<file path="src/rtl/instr_fetch_unit.sv">
// instr_fetch_unit: PC owner and ROM read master. Fetched words land in a small
// prefetch FIFO that is handed to decode through a valid/ready handshake.
module instr_fetch_unit #(
  parameter int unsigned       ADDR_W    = 7,
  parameter logic [ADDR_W-1:0] RESET_PC  = '0,
  parameter int unsigned       MEM_BYTES = 76,
  parameter int unsigned       DEPTH     = 2
) (
  input  logic              i_clk,
  input  logic              i_rst_n,
  output logic [ADDR_W-1:0] o_imem_addr,
  output logic              o_imem_en,
  input  logic [31:0]       i_imem_data,
  output logic              o_inst_valid,
  input  logic              i_inst_ready,
  output logic [31:0]       o_inst_data,
  output logic [ADDR_W-1:0] o_inst_pc,
  input  logic              i_redirect_valid,
  input  logic [ADDR_W-1:0] i_redirect_pc,
  output logic              o_fault,
  output logic [ADDR_W-1:0] o_fault_pc,
  output logic              o_done
);

  localparam int unsigned     PtrW    = $clog2(DEPTH);
  localparam int unsigned     CntW    = $clog2(DEPTH + 1);
  localparam int unsigned     ExtW    = ADDR_W + 1;
  localparam logic [CntW-1:0] FullCnt = CntW'(DEPTH);
  localparam logic [ExtW-1:0] MemEnd  = ExtW'(MEM_BYTES);

  typedef enum logic [1:0] {StRun, StEnd, StFault} state_e;

  state_e            r_state;
  logic [ADDR_W-1:0] r_pc;
  logic              r_fault;
  logic [ADDR_W-1:0] r_fault_pc;
  logic [31:0]       r_fifo_data [DEPTH];
  logic [ADDR_W-1:0] r_fifo_pc   [DEPTH];
  logic [PtrW-1:0]   r_wptr;
  logic [PtrW-1:0]   r_rptr;
  logic [CntW-1:0]   r_count;

  logic            w_full;
  logic            w_empty;
  logic            w_push;
  logic            w_pop;
  logic [ExtW-1:0] w_pc_next_ext;
  logic            w_rd_aligned;
  logic            w_rd_past_end;

  // Full/empty come from the pre-edge count, so a pop never frees a slot for
  // a same-cycle push.
  assign w_full        = (r_count == FullCnt);
  assign w_empty       = (r_count == '0);
  assign o_imem_en     = (r_state == StRun) && !w_full && i_rst_n && !i_redirect_valid;
  assign o_imem_addr   = r_pc;
  assign w_push        = o_imem_en;
  assign o_inst_valid  = !w_empty && (r_state != StFault);
  assign w_pop         = o_inst_valid && i_inst_ready && !i_redirect_valid;
  assign o_inst_data   = r_fifo_data[r_rptr];
  assign o_inst_pc     = r_fifo_pc[r_rptr];
  assign o_fault       = r_fault;
  assign o_fault_pc    = r_fault_pc;
  assign o_done        = (r_state == StEnd) && w_empty;

  // One extra bit so the end-of-program compare cannot wrap.
  assign w_pc_next_ext = {1'b0, r_pc} + ExtW'(4);
  assign w_rd_aligned  = (i_redirect_pc[1:0] == 2'b00);
  assign w_rd_past_end = ({1'b0, i_redirect_pc} >= MemEnd);

  // Fetch control FSM: PC, run/end/fault state and the sticky fault record.
  always_ff @(posedge i_clk) begin
    if (!i_rst_n) begin
      r_state    <= StRun;
      r_pc       <= RESET_PC;
      r_fault    <= 1'b0;
      r_fault_pc <= '0;
    end else if (i_redirect_valid) begin
      if (w_rd_aligned) begin
        r_pc    <= i_redirect_pc;
        r_fault <= 1'b0;
        r_state <= w_rd_past_end ? StEnd : StRun;
      end else begin
        r_state    <= StFault;
        r_fault    <= 1'b1;
        r_fault_pc <= i_redirect_pc;
      end
    end else if (w_push) begin
      r_pc <= w_pc_next_ext[ADDR_W-1:0];
      if (w_pc_next_ext >= MemEnd) begin
        r_state <= StEnd;
      end
    end
  end

  // FIFO pointers and occupancy; a redirect flushes and discards any pop.
  always_ff @(posedge i_clk) begin
    if (!i_rst_n || i_redirect_valid) begin
      r_wptr  <= '0;
      r_rptr  <= '0;
      r_count <= '0;
    end else begin
      if (w_push) begin
        r_wptr <= r_wptr + PtrW'(1);
      end
      if (w_pop) begin
        r_rptr <= r_rptr + PtrW'(1);
      end
      case ({w_push, w_pop})
        2'b10:   r_count <= r_count + CntW'(1);
        2'b01:   r_count <= r_count - CntW'(1);
        default: r_count <= r_count;
      endcase
    end
  end

  // FIFO storage: capture the ROM word with the PC it was fetched from.
  always_ff @(posedge i_clk) begin
    if (w_push) begin
      r_fifo_data[r_wptr] <= i_imem_data;
      r_fifo_pc[r_wptr]   <= r_pc;
    end
  end

endmodule
</file>
<file path="config.mk">
export PLATFORM = sky130hd
export DESIGN_NAME = instr_fetch_unit
export DESIGN_NICKNAME = d
export VERILOG_FILES = /design/src/rtl/instr_fetch_unit.sv
export SDC_FILE = /design/constraint.sdc
export NUM_CORES = 1
export LEC_CHECK = 0
export BUFFER_PORTS_ARGS = -buffer_cell sky130_fd_sc_hd__buf_2
export CAP_MARGIN = 10
export CORE_UTILIZATION = 50
export CTS_CLUSTER_DIAMETER = 120
export DETAILED_ROUTE_END_ITERATION = 10
export HOLD_SLACK_MARGIN = 0.02
export PLACE_DENSITY = 0.78
export SLEW_MARGIN = 20
export SYNTH_ARGS = -nofsm -noshare
export SYNTH_HDL_FRONTEND = slang
export SYNTH_SLANG_ARGS = --single-unit
</file>
<file path="constraint.sdc">
create_clock -name i_clk -period 5 [get_ports i_clk]
set_input_delay 0 -clock i_clk [delete_from_list [all_inputs] [get_ports i_clk]]
set_output_delay 0 -clock i_clk [all_outputs]
set_load 0.005 [all_outputs]
</file>
; ---- Yosys cells after proc, flatten, opt, wreduce, memory -nomap -nowiden
; Memory sizes are Yosys's and may differ from the RTL's. A register that Yosys moved wholly into a read port is not among the register bits.
; Cells that the tools add are included.
[op_classes]
n_mux = 16
magnitude_cmp = 2
n_eq_ne = 6
add_sub_neg = 5
reduce_logical = 21
n_bitwise = 1
[ops]
columns = operator, n
row1 = $mux 7, 3
row2 = $add 7x3->8 const B, 1
row3 = $ge 8x7->1 const B, 1
row4 = $mux 1, 8
row5 = $mux 2, 4
row6 = $ge 7x7->1 const B, 1
row7 = $logic_and 1x1->1, 7
row8 = $logic_not 2->1, 3
row9 = $reduce_and 2->1, 3
row10 = $reduce_bool 2->1, 3
row11 = $eq 2x1->1 const B, 2
row12 = $eq 2x2->1 const B, 2
row13 = $logic_not 1->1, 4
row14 = $pmux 2 s2, 1
row15 = $add 1x1->1 const B, 2
row16 = $add 2x1->2 const B, 1
row17 = $ne 2x1->1 const B, 1
row18 = $ne 2x2->1 const B, 1
row19 = $sub 2x1->2 const B, 1
row20 = $logic_or 1x1->1, 1
row21 = $not 1->1, 1
[word_totals]
regBits = 21
ram_bits = 78
wordCells = 60
out_inout_bits = 57
n_memories = 2
in_bits = 43
[memory_table]
columns = memory, words, width, read_ports, rd_clocked_by_memory_dff, wr, line_no
row1 = r_fifo_data, 2, 32, 1, 1, 1, 37  ; logic [31:0] r_fifo_data [DEPTH];
row2 = r_fifo_pc, 2, 7, 1, 1, 1, 38  ; logic [ADDR_W-1:0] r_fifo_pc [DEPTH];

; ---- Longest topological paths before layout
; Gate-level depths: netlist (run 1).
[depth]
word_depth = 7
ltp_mapped = 7
ltp_nobuf = 7

; ---- Worst setup path after synthesis (run 1)
; OpenSTA, ideal clock, no wires.
[synth_path]
path_type = flip-flop to flip-flop
start = register r_count[0]
end = memory r_fifo_data[0][0] (enable)
n_path_buf = 0
stages_incl_launch_ff = 4
t_required_ps = 4565
setup_ps = 435
path_slack_ps = 2196
t_arrival_ps = 2369
cell_sequence = dfxtp_1 > nand2b_1 > nand3_4 > nor2_1
[synth_via]
elab_chain_cells = 7
[synth_lines]
columns = element, line_no
row1 = "start, declared", 41  ; logic [CntW-1:0] r_count;
row2 = "start signal, assigned", 110  ; 2'b10: r_count <= r_count + CntW'(1);
row3 = "start signal, assigned", 111  ; 2'b01: r_count <= r_count - CntW'(1);
row4 = "start signal, assigned", 112  ; default: r_count <= r_count;
row5 = $eq 2x2->1, 53  ; assign w_full = (r_count == FullCnt);
row6 = $logic_not 1->1, 55  ; assign o_imem_en = (r_state == StRun) && !w_full && i_rst_n && !i_redirect_valid;
row7 = $logic_and 1x1->1 (3 in series), 55
row8 = $mux 1, 119  ; if (w_push) begin
row9 = $mux 1 (implied by the code), 120  ; r_fifo_data[r_wptr] <= i_imem_data;
row10 = "end, declared", 37
; No other way between the ends.

==> flow_summary.ini, run 1 <==
[run_status]
status = finished, final reports clean

[clock_network]
cts_setup_buffers = 0
cts_sinks = 100
clockBufferDepth = 2
cts_tree = yes
htree_levels = 3
clkTransAtPathRegs_ns = 0.09
cts_root_buf = clkbuf_8
clk_latency_ns = 0.36
numCtsBuffers = 9

[grt]
grt_start_max_net_pins = 40
antenna_found_initial = 0
grt_pass1_wl_mm = 11.2
overflow = 0
grt_pass1_vias = 2371
grtUsageTotal_pct = 19.2

[sta]
maxSlewViolCount = 0
max_slew_margin_pct = 37.2
fin_setup_tns_ns = 0
rsz0062_at_grt = no
hold_viol = 0
fin_crit_sh_pct = 37.9
setup_viol = 0
setup_ws_ns = 3.10
finalCriticalPeriod_ns = 1.90
fin_worst_skew_ns = 0.0112
fmax_mhz = 528
worst_pin_slew_ns = 0.943

[floorplanning]
die_y_um = 89.6
std_cell_rows = 31
die_area_sq_um = 8030
ios = 100
start_util_pct = 52.3
fp.dieW_um = 89.6
core_area_sq_um = 7330

[pwr]
p_per_area_nw_per_um2 = 298
ir_worst_vdd_v = 0.000167
leakagePower_uw = 0.00197

[drt]
vias = 2499
dr.pass1.iters = 4
wl_per_cell_um = 16.2
ant_nets = 0
drc = 0
drt-vias-per-instance = 5.10
drtIter0Drc = 99
drt_wl_total_mm = 7.92

[worst_setup_path]
r2r_cells = 4
slowest_stage = dfxtp_2
regToRegSetupSlack_ns = 3.13
crit_chain = mux2_2 > buf_2
worstSetupPathType = register to output pin
worstPathRequired_ns = 5.00
worstPathArrival_ns = 1.90
r2r_start = r_count[0]
cp_max_fo = 39
critPathLaunchType = register
r2r_end = r_fifo_data[1][12]
max_stage_delay_ns = 0.95
worstSetupEndpointType = output pin

[yosys]
yosysWarnings = 0
synth_top_area_share_pct = 61.0
synthTopCellsByArea = edfxtp_1 61%, dfxtp_1 11%, mux2_2 11%
ys_ff_latch = 100
synthCells = 240
post-synth-top-area-cell = edfxtp_1
synth_area_sq_um = 3840
synth_seq_area_share_pct = 72.5
ys_types = 38
syn-num-nets = 286
postSynthAreaPerCell_sq_um = 16.0

[hold_path]
holdCritStartpoint = i_redirect_valid
min_path_cells = 3
hold_end = o_fault
hp-class = input port to register

[layout]
final_util_pct = 69.1
n_antenna_cell = 0
synthToLayoutAreaGrowth_pct = 31.9
stdcell_count = 490
nNetsFinal = 432
fillers = 494
drive_above_1_share_pct = 40.2

[placed_design]
hpwl_mm = 4.68
placed_cells = 431
finalWeightedCongestion = 0.795
portBuffers = 99
post-place-ws_ns = 2.89

[run]
cap_viol_max_count = 0
-- repair_timing --
item	CTS	global route
hold buffers	41	0
endpoints found under the hold margin	79	0
setup endpoints to repair	0	0
gates resized for setup	0	0
-- layout make-up --
cell class	count	area (sq um)	share of cell area (%)
Clock buffer	11	131	2.60
Clock inverter	5	27.5	0.544
Inverter	7	26.3	0.519
Multi-Input combinational cell	126	1010	19.9
Sequential cell	100	2780	55.0
Tap cell	99	124	2.45
Timing Repair Buffer	142	961	19.0
-- synth_stat cells, drive strengths merged --
cell	count
xnor2	2
and2b	1
buf	2
nor3b	3
a21boi	1
a2bb2oi	1
o21ai	4
ha	3
nand3	3
dfxtp	22
mux2i	6
nor2	19
inv	7
and3	3
or4	1
o211ai	1
o31a	1
clkbuf	5
nand2	11
o311a	1
nand3b	1
and4	1
o221ai	1
or3	3
xor2	2
a211oi	3
a32oi	1
nand2b	2
mux2	39
a22o	1
edfxtp	78
a31oi	3
nor4	1
a21oi	7
-- per-stage QoR --
step / hold slack [ns] / total power [uW] / area, sq um
floorplan: 0.0989 / 1000 / 3840
global placement: 0.190 / 1050 / 4440
detailed placement: 0.192 / 1060 / 4440
CTS: 0.0226 / 1510 / 5010
global route: 0.0578 / 1560 / 5060
finish: 0.0420 / 1510 / 5060
-- where the power goes --
part / internal (uW) / total (uW) / switching, uW
Combinational: 72.8 / 136 / 62.9
Sequential: 922 / 936 / 14.4
Clock: 178 / 436 / 258
Total: 1170 / 1510 / 335
-- state kept, by name (all words and copies together) (netlist names), 2 cells and up, named ones only --
register and count:
r_count 2, o_fault_pc 7, r_state 2, r_fifo_pc 14
o_imem_addr 7, r_fifo_data 64
-- logic make-up (layout without fill, tap and decap cells) --
family	count (synthesis)	after routing	share of synthesized area (%)
xor+xnor	4	4	0.913
simple gates	49	49	6.68
flops	100	100	72.5
mux	45	45	13.0
buf+inv	14	165	1.60
compound gates	25	25	4.30
fa+ha+maj	3	3	0.978
-- worst max-delay path by stage --
stage                         end
2_1_floorplan   r_fifo_data[0][0]
3_3_place_gp   r_fifo_data[0][15]
3_5_place_dp   r_fifo_data[0][15]
4_1_cts        r_fifo_data[1][20]
5_1_grt           o_inst_data[12]
6_report          o_inst_data[12]
-- cell usage in the layout, fill, tap and decap left out, drive strengths merged, types with 2 or more instances in the layout --
cell type    instances
or3                  3
o21ai                4
a211oi               3
mux2i                6
clkbuf              11
nand2               11
xnor2                2
nand3                3
dfxtp               22
mux2                39
buf                101
ha                   3
a21oi                7
xor2                 2
edfxtp              78
nor2                19
a31oi                3
nand2b               2
and3                 3
dlygate4sd3         41
inv                  8
clkinv               3
nor3b                3
-- worst max-delay path: cells and delay by family (launching register included) --
family                 cells  cell delay (ns)
buffers and inverters      1             0.13
DFF                        1             0.95
muxes                      1             0.43
-- layer usage --
| metal | vias up | share of wire, % | track usage (%) |
|---|---|---|---|
| met1 | 1198 | 42 | 23.4 |
| met4 | 0 | 0.73 | 7.79 |
| met5 | - | 0 | 0 |
| met3 | 8 | 5.9 | 4.48 |
| met2 | 93 | 51 | 32.9 |
| li1 | 1200 | - | - |
(Power assumes the default switching activity.)
==> inputs of run 2 (changes only) <==
==> constraint.sdc (replaced) <==
create_clock -name i_clk -period 1.95 [get_ports i_clk]
set_input_delay 0 -clock i_clk [delete_from_list [all_inputs] [get_ports i_clk]]
set_output_delay 0 -clock i_clk [all_outputs]
set_load 0.005 [all_outputs]
==> run 2 against run 1 <==
Against the previous run:
- sequential power rose to 2.6 times the previous value
- sequential share of layout area down 0.58 points
- sequential cell count did not move
- wire length down 1.7%
- global-route usage up 0.49 points
- final area is 1.1% higher
- largest power group unchanged
- critical path depth up 4
- critical path type is now register to register
- critical endpoint is now r_state[0]
==> flow_summary.ini, run 2 (same netlist as run 1, synthesis figures left out) <==
[worst_setup_path]
max_stage_delay_ns = 0.49
worstSetupEndpointType = register
worstPathRequired_ns = 2.18
regToRegSetupSlack_ns = 0.19
r2r_start = o_imem_addr[2]
critPathLaunchType = register
r2r_cells = 6
r2r_end = r_state[0]
worstSetupPathType = register to register
slowest_stage = dfxtp_1
cp_max_fo = 9
worstPathArrival_ns = 2.00
crit_chain = inv_1 > ha_1 > or3_1 > a21oi_1 > nor4_1 > o311a_1

[clock_network]
cts_sinks = 100
clkTransAtPathRegs_ns = 0.09
htree_levels = 3
cts_root_buf = clkbuf_8
numCtsBuffers = 9
clockBufferDepth = 2
cts_setup_buffers = 0
cts_resized = 0
clk_latency_ns = 0.34
cts_tree = yes

[layout]
layout_common_cells = 99 x buf_2, 78 x edfxtp_1, 40 x dlygate4sd3_1
drive_above_1_share_pct = 41.5
nNetsFinal = 434
stdcell_count = 492
largest_reg_flops = 64
layout_commonest_cell = buf_2
top_regs = r_fifo_data (64), r_fifo_pc (14)
top_register = r_fifo_data
n_antenna_cell = 0
synthToLayoutAreaGrowth_pct = 33.3

[sta]
finalCriticalPeriod_ns = 1.76
hold_viol = 0
maxSlewViolCount = 0
rsz0062_at_grt = no
setup_ws_ns = 0.186
setup_viol = 0
fin_setup_tns_ns = 0
fin_worst_skew_ns = 0.00781
fin_crit_sh_pct = 90.5
max_slew_margin_pct = 64.8
fmax_mhz = 567
worst_pin_slew_ns = 0.525

[drt]
drt-vias-per-instance = 5.08
drtIter0Drc = 96
dr.pass1.iters = 4
drc = 0
drt_wl_total_mm = 7.78
ant_nets = 0
wl_per_cell_um = 15.8
vias = 2501

[grt]
grt_pass1_wl_mm = 11.5
grtUsageTotal_pct = 19.6
antenna_found_initial = 0
grt_start_max_net_pins = 31
grt_pass1_vias = 2428
overflow = 0

[floorplanning]
start_util_pct = 52.3
std_cell_rows = 31
ios = 100
core_area_sq_um = 7330
die_area_sq_um = 8030
die_y_um = 89.6
fp.dieW_um = 89.6

[placed_design]
post-place-ws_ns = 0.213
hpwl_mm = 4.81
finalWeightedCongestion = 0.774
portBuffers = 99
placed_cells = 436

[pwr]
leakagePower_uw = 0.00199
power.internal_uw = 3280
swShare_pct = 20.7
p_seq_share_pct = 58.1
p_clk_share_pct = 33.7
ir_worst_vdd_v = 0.000512
p_comb_share_pct = 8.2
p_per_area_nw_per_um2 = 807
switchingPower_uw = 856

[hold_path]
hold_end = o_fault
hp-class = input port to register
holdCritStartpoint = i_redirect_valid
min_path_cells = 3

[run_status]
status = finished, final reports clean

[run]
cap_viol_max_count = 0
[run 2: cell count changes in the layout (fill, tap and decap cells not counted), sizes merged]
cell,change
dlygate4sd3,-1
clkinvlp,+1
buf,+3
clkinv,-3
bufinv,+2
[run 2: stage by stage]
| stage | total power, uW | utilization [%] | instance area (sq um) | hold slack, ns |
|---|---|---|---|---|
| 3_5_place_dp | 2720 | 61.4 | 4500 | 0.192 |
| 4_1_cts | 4150 | 69.8 | 5120 | 0.0321 |
| 2_1_floorplan | 2580 | - | 3840 | 0.0989 |
| 3_3_place_gp | 2710 | 61.4 | 4500 | 0.188 |
| 5_1_grt | 4280 | 69.8 | 5120 | 0.0617 |
| 6_report | 4130 | 69.8 | 5120 | 0.0457 |
[run 2: worst max path at each step]
stage	start	endpoint	slack, ns	depth (start not counted)
2_1_floorplan	r_count[0]	r_fifo_data[0][0]	-0.21	3
3_3_place_gp	r_count[0]	r_count[1]	0.29	5
3_5_place_dp	o_imem_addr[2]	r_state[0]	0.21	6
4_1_cts	o_imem_addr[2]	r_state[0]	0.19	6
5_1_grt	r_state[0]	r_count[1]	0.07	5
6_report	o_imem_addr[2]	r_state[0]	0.19	6
[run 2: routing by layer]
metal	vias to the layer above	track usage, %	wire length, um
met4	0	6.49	51
li1	1206	-	-
met1	1212	22.9	3270
met3	4	5.67	449
met5	-	0	0
met2	79	34.9	4010
[run 2: repair_timing]
| item | in CTS | in global routing |
|---|---|---|
| endpoints found under the hold margin | 79 | 0 |
| hold buffers | 40 | 0 |
| setup endpoints to repair | 0 | 0 |
[run 2: critical path: cells and delay by family (launching register included)]
family / cells / cell delay, ns
AOI/OAI and AO/OA: 2 / 0.46
buffers and inverters: 1 / 0.11
DFF: 1 / 0.49
adders and majority gates: 1 / 0.23
and+or+nand+nor: 2 / 0.38
[run 2: power groups by stage]
stage	Sequential [uW]	Clock, uW	Combinational [uW]
after floorplan	2440	0	135
after global placement	2440	0	266
after detailed placement	2450	0	273
after CTS	2400	1420	338
after global routing	2410	1490	377
final	2400	1390	338
[run 2: area by class of cell]
type | instances | area, sq um
Clock buffer | 11 | 131
Clock inverter | 5 | 83.8
Fill cell | 524 | 2210
Inverter | 7 | 26.3
Multi-Input combinational cell | 126 | 1010
Sequential cell | 100 | 2780
Tap cell | 99 | 124
Timing Repair Buffer | 144 | 958
==> inputs of run 3 (changes only) <==
--- a/config.mk
+++ b/config.mk
@@ -7,11 +7,11 @@
 export LEC_CHECK = 0
 export BUFFER_PORTS_ARGS = -buffer_cell sky130_fd_sc_hd__buf_2
 export CAP_MARGIN = 10
-export CORE_UTILIZATION = 50
+export CORE_UTILIZATION = 40
 export CTS_CLUSTER_DIAMETER = 120
 export DETAILED_ROUTE_END_ITERATION = 10
 export HOLD_SLACK_MARGIN = 0.02
-export PLACE_DENSITY = 0.78
+export PLACE_DENSITY = 0.65
 export SLEW_MARGIN = 20
 export SYNTH_ARGS = -nofsm -noshare
 export SYNTH_HDL_FRONTEND = slang
==> run 3 against run 2 <==
Against the previous run:
- non-clock buffer count up 2
- largest power group unchanged
- wire length down 1.5%
- fmax about the same
- final area up 1.1%
- register-to-register slack about the same
- first-iteration DRC count down 15%
- sequential cell count unchanged
- critical path depth down 1
- utilization down 14 points
==> flow_summary.ini, run 3 (same netlist as run 1, synthesis figures left out) <==
[sta]
max_slew_margin_pct = 63.2
fin_crit_sh_pct = 90.4
rsz0062_at_grt = no
setup_viol = 0
hold_viol = 0
worst_pin_slew_ns = 0.549
holdWs_ns = 0.0379
fmax_mhz = 567
finalCriticalPeriod_ns = 1.76
fin_worst_skew_ns = 0.00715
setup_ws_ns = 0.188
maxSlewViolCount = 0

[placed_design]
portBuffers = 99
finalWeightedCongestion = 0.765
hpwl_mm = 4.70
post-place-ws_ns = 0.201

[clock_network]
clockBufferDepth = 2
htree_levels = 3
clk_latency_ns = 0.35
numCtsBuffers = 9
cts_resized = 0
clkTransAtPathRegs_ns = 0.09
cts_root_buf = clkbuf_8
cts_sinks = 100
cts_tree = yes

[floorplanning]
core_area_sq_um = 9280
ios = 100
die_area_sq_um = 9990
fp.dieW_um = 99.9
start_util_pct = 41.3
die_y_um = 99.9
std_cell_rows = 35

[drt]
drtIter0Drc = 82
wl_per_cell_um = 14.6
drt_wl_total_mm = 7.66
vias = 2477
drt-vias-per-instance = 4.73
drc = 0
ant_nets = 0
dr.pass1.iters = 4

[grt]
overflow = 0
grt_start_max_net_pins = 40
grtUsageMet1_pct = 18.7
grt_pass1_vias = 2494
grt_pass1_wl_mm = 11.9
use_met3_pct = 4.11
grtUsageTotal_pct = 15.9
busiest_layer = met2
grt.met2_usage_pct = 27.7
antenna_found_initial = 0

[worst_setup_path]
regToRegSetupSlack_ns = 0.19
crit_end = r_count[1]
critPathLaunchType = register
r2r_start = r_count[0]
worstSetupEndpointType = register
worstSetupPathType = register to register
crit_chain = nand2b_1 > nand3_4 > ha_1 > or3_1 > a21oi_1
r2r_end = r_count[1]
worstPathArrival_ns = 2.05
r2r_cells = 5
worstPathRequired_ns = 2.24
max_stage_delay_ns = 0.42
cp_max_fo = 8
slowest_stage = dfxtp_1
startpoint = r_count[0]

[pwr]
power.internal_uw = 3160
p_comb_share_pct = 8.5
p_clk_share_pct = 32.8
p_seq_share_pct = 58.8
p_total_uw = 4080
switchingPower_uw = 917
swShare_pct = 22.5
p_per_area_nw_per_um2 = 788
leakagePower_uw = 0.00201
ir_worst_vdd_v = 0.000494

[layout]
drive_above_1_share_pct = 41.8
top_regs = r_fifo_data (64), r_fifo_pc (14)
layout_common_cells = 99 x buf_2, 78 x edfxtp_1, 42 x dlygate4sd3_1
synthToLayoutAreaGrowth_pct = 34.9
final_util_pct = 55.7
layout_commonest_cell = buf_2
fillers = 773
seq_area_sq_um = 2780
nNetsFinal = 436
multi_input_area_sq_um = 1010
largest_reg_flops = 64
n_antenna_cell = 0
top_register = r_fifo_data

[hold_path]
hp-class = input port to register

[run]
cap_viol_max_count = 0

[run_status]
status = finished, final reports clean
==> run 3: cell count changes in the layout (fill, tap and decap cells not counted) <==
cell / delta
buf_4: -1
clkbuf_1: -2
clkinv_2: +1
inv_8: +1
clkinv_4: +1
bufinv_16: -1
buf_12: +1
dlygate4sd3_1: +2
clkinvlp_4: -1
inv_6: +1
==> run 3: what timing repair did <==
action,in CTS,in global routing
hold endpoints to repair,81,0
hold buffers,42,0
buffers inserted,0,0
==> run 3: area by class of cell <==
class,count,share of cell area (%)
clock inverter,7,1.55
timing repair buffer,146,19.1
tap,129,3.12
clock buffer,9,2.39
sequential,100,53.8
inverter,7,0.508
multi-input combinational,126,19.5
==> run 3: power groups by stage <==
stage	clock network [uW]	registers (uW)	logic, uW
floorplan	0	2440	135
global placement	0	2440	275
detailed placement	0	2450	280
CTS	1380	2400	347
global route	1470	2410	381
finish	1340	2400	345
==> run 3: critical path, delay by kind of cell (launching register included) <==
| family | cells | cell delay (ns) |
|---|---|---|
| and+or+nand+nor | 3 | 0.75 |
| DFF | 1 | 0.42 |
| adders and majority gates | 1 | 0.38 |
| AOI/OAI and AO/OA | 1 | 0.15 |
==> run 3: routing by layer <==
metal  vias to the layer above  routed length [um]
li1                       1204                   -
met1                      1182                3270
met2                        83                3860
met3                         8                 437
met4                         0                  93
met5                         -                   0
==> run 3: how the worst min path moves through the flow <==
stage | endpoint | slack, ns | cells past startpoint | startpoint
5_1_grt | o_fault | 0.04 | 3 | i_redirect_valid
3_5_place_dp | r_fifo_data[0][13] | 0.19 | 1 | i_imem_data[13]
2_1_floorplan | r_fifo_data[0][0] | 0.1 | 0 | i_imem_data[0]
3_3_place_gp | r_fifo_data[1][31] | 0.19 | 1 | i_imem_data[31]
4_1_cts | o_fault | 0.02 | 3 | i_redirect_valid
6_report | o_fault | 0.04 | 3 | i_redirect_valid
==> run 3: per-stage QoR <==
stage,instances,TNS [ns],instance area [sq um]
final,524,0,5170
after detailed placement,466,0,4550
after CTS,524,0,5170
after global placement,466,0,4550
after floorplan,240,-16.24,3840
after global routing,524,0,5170
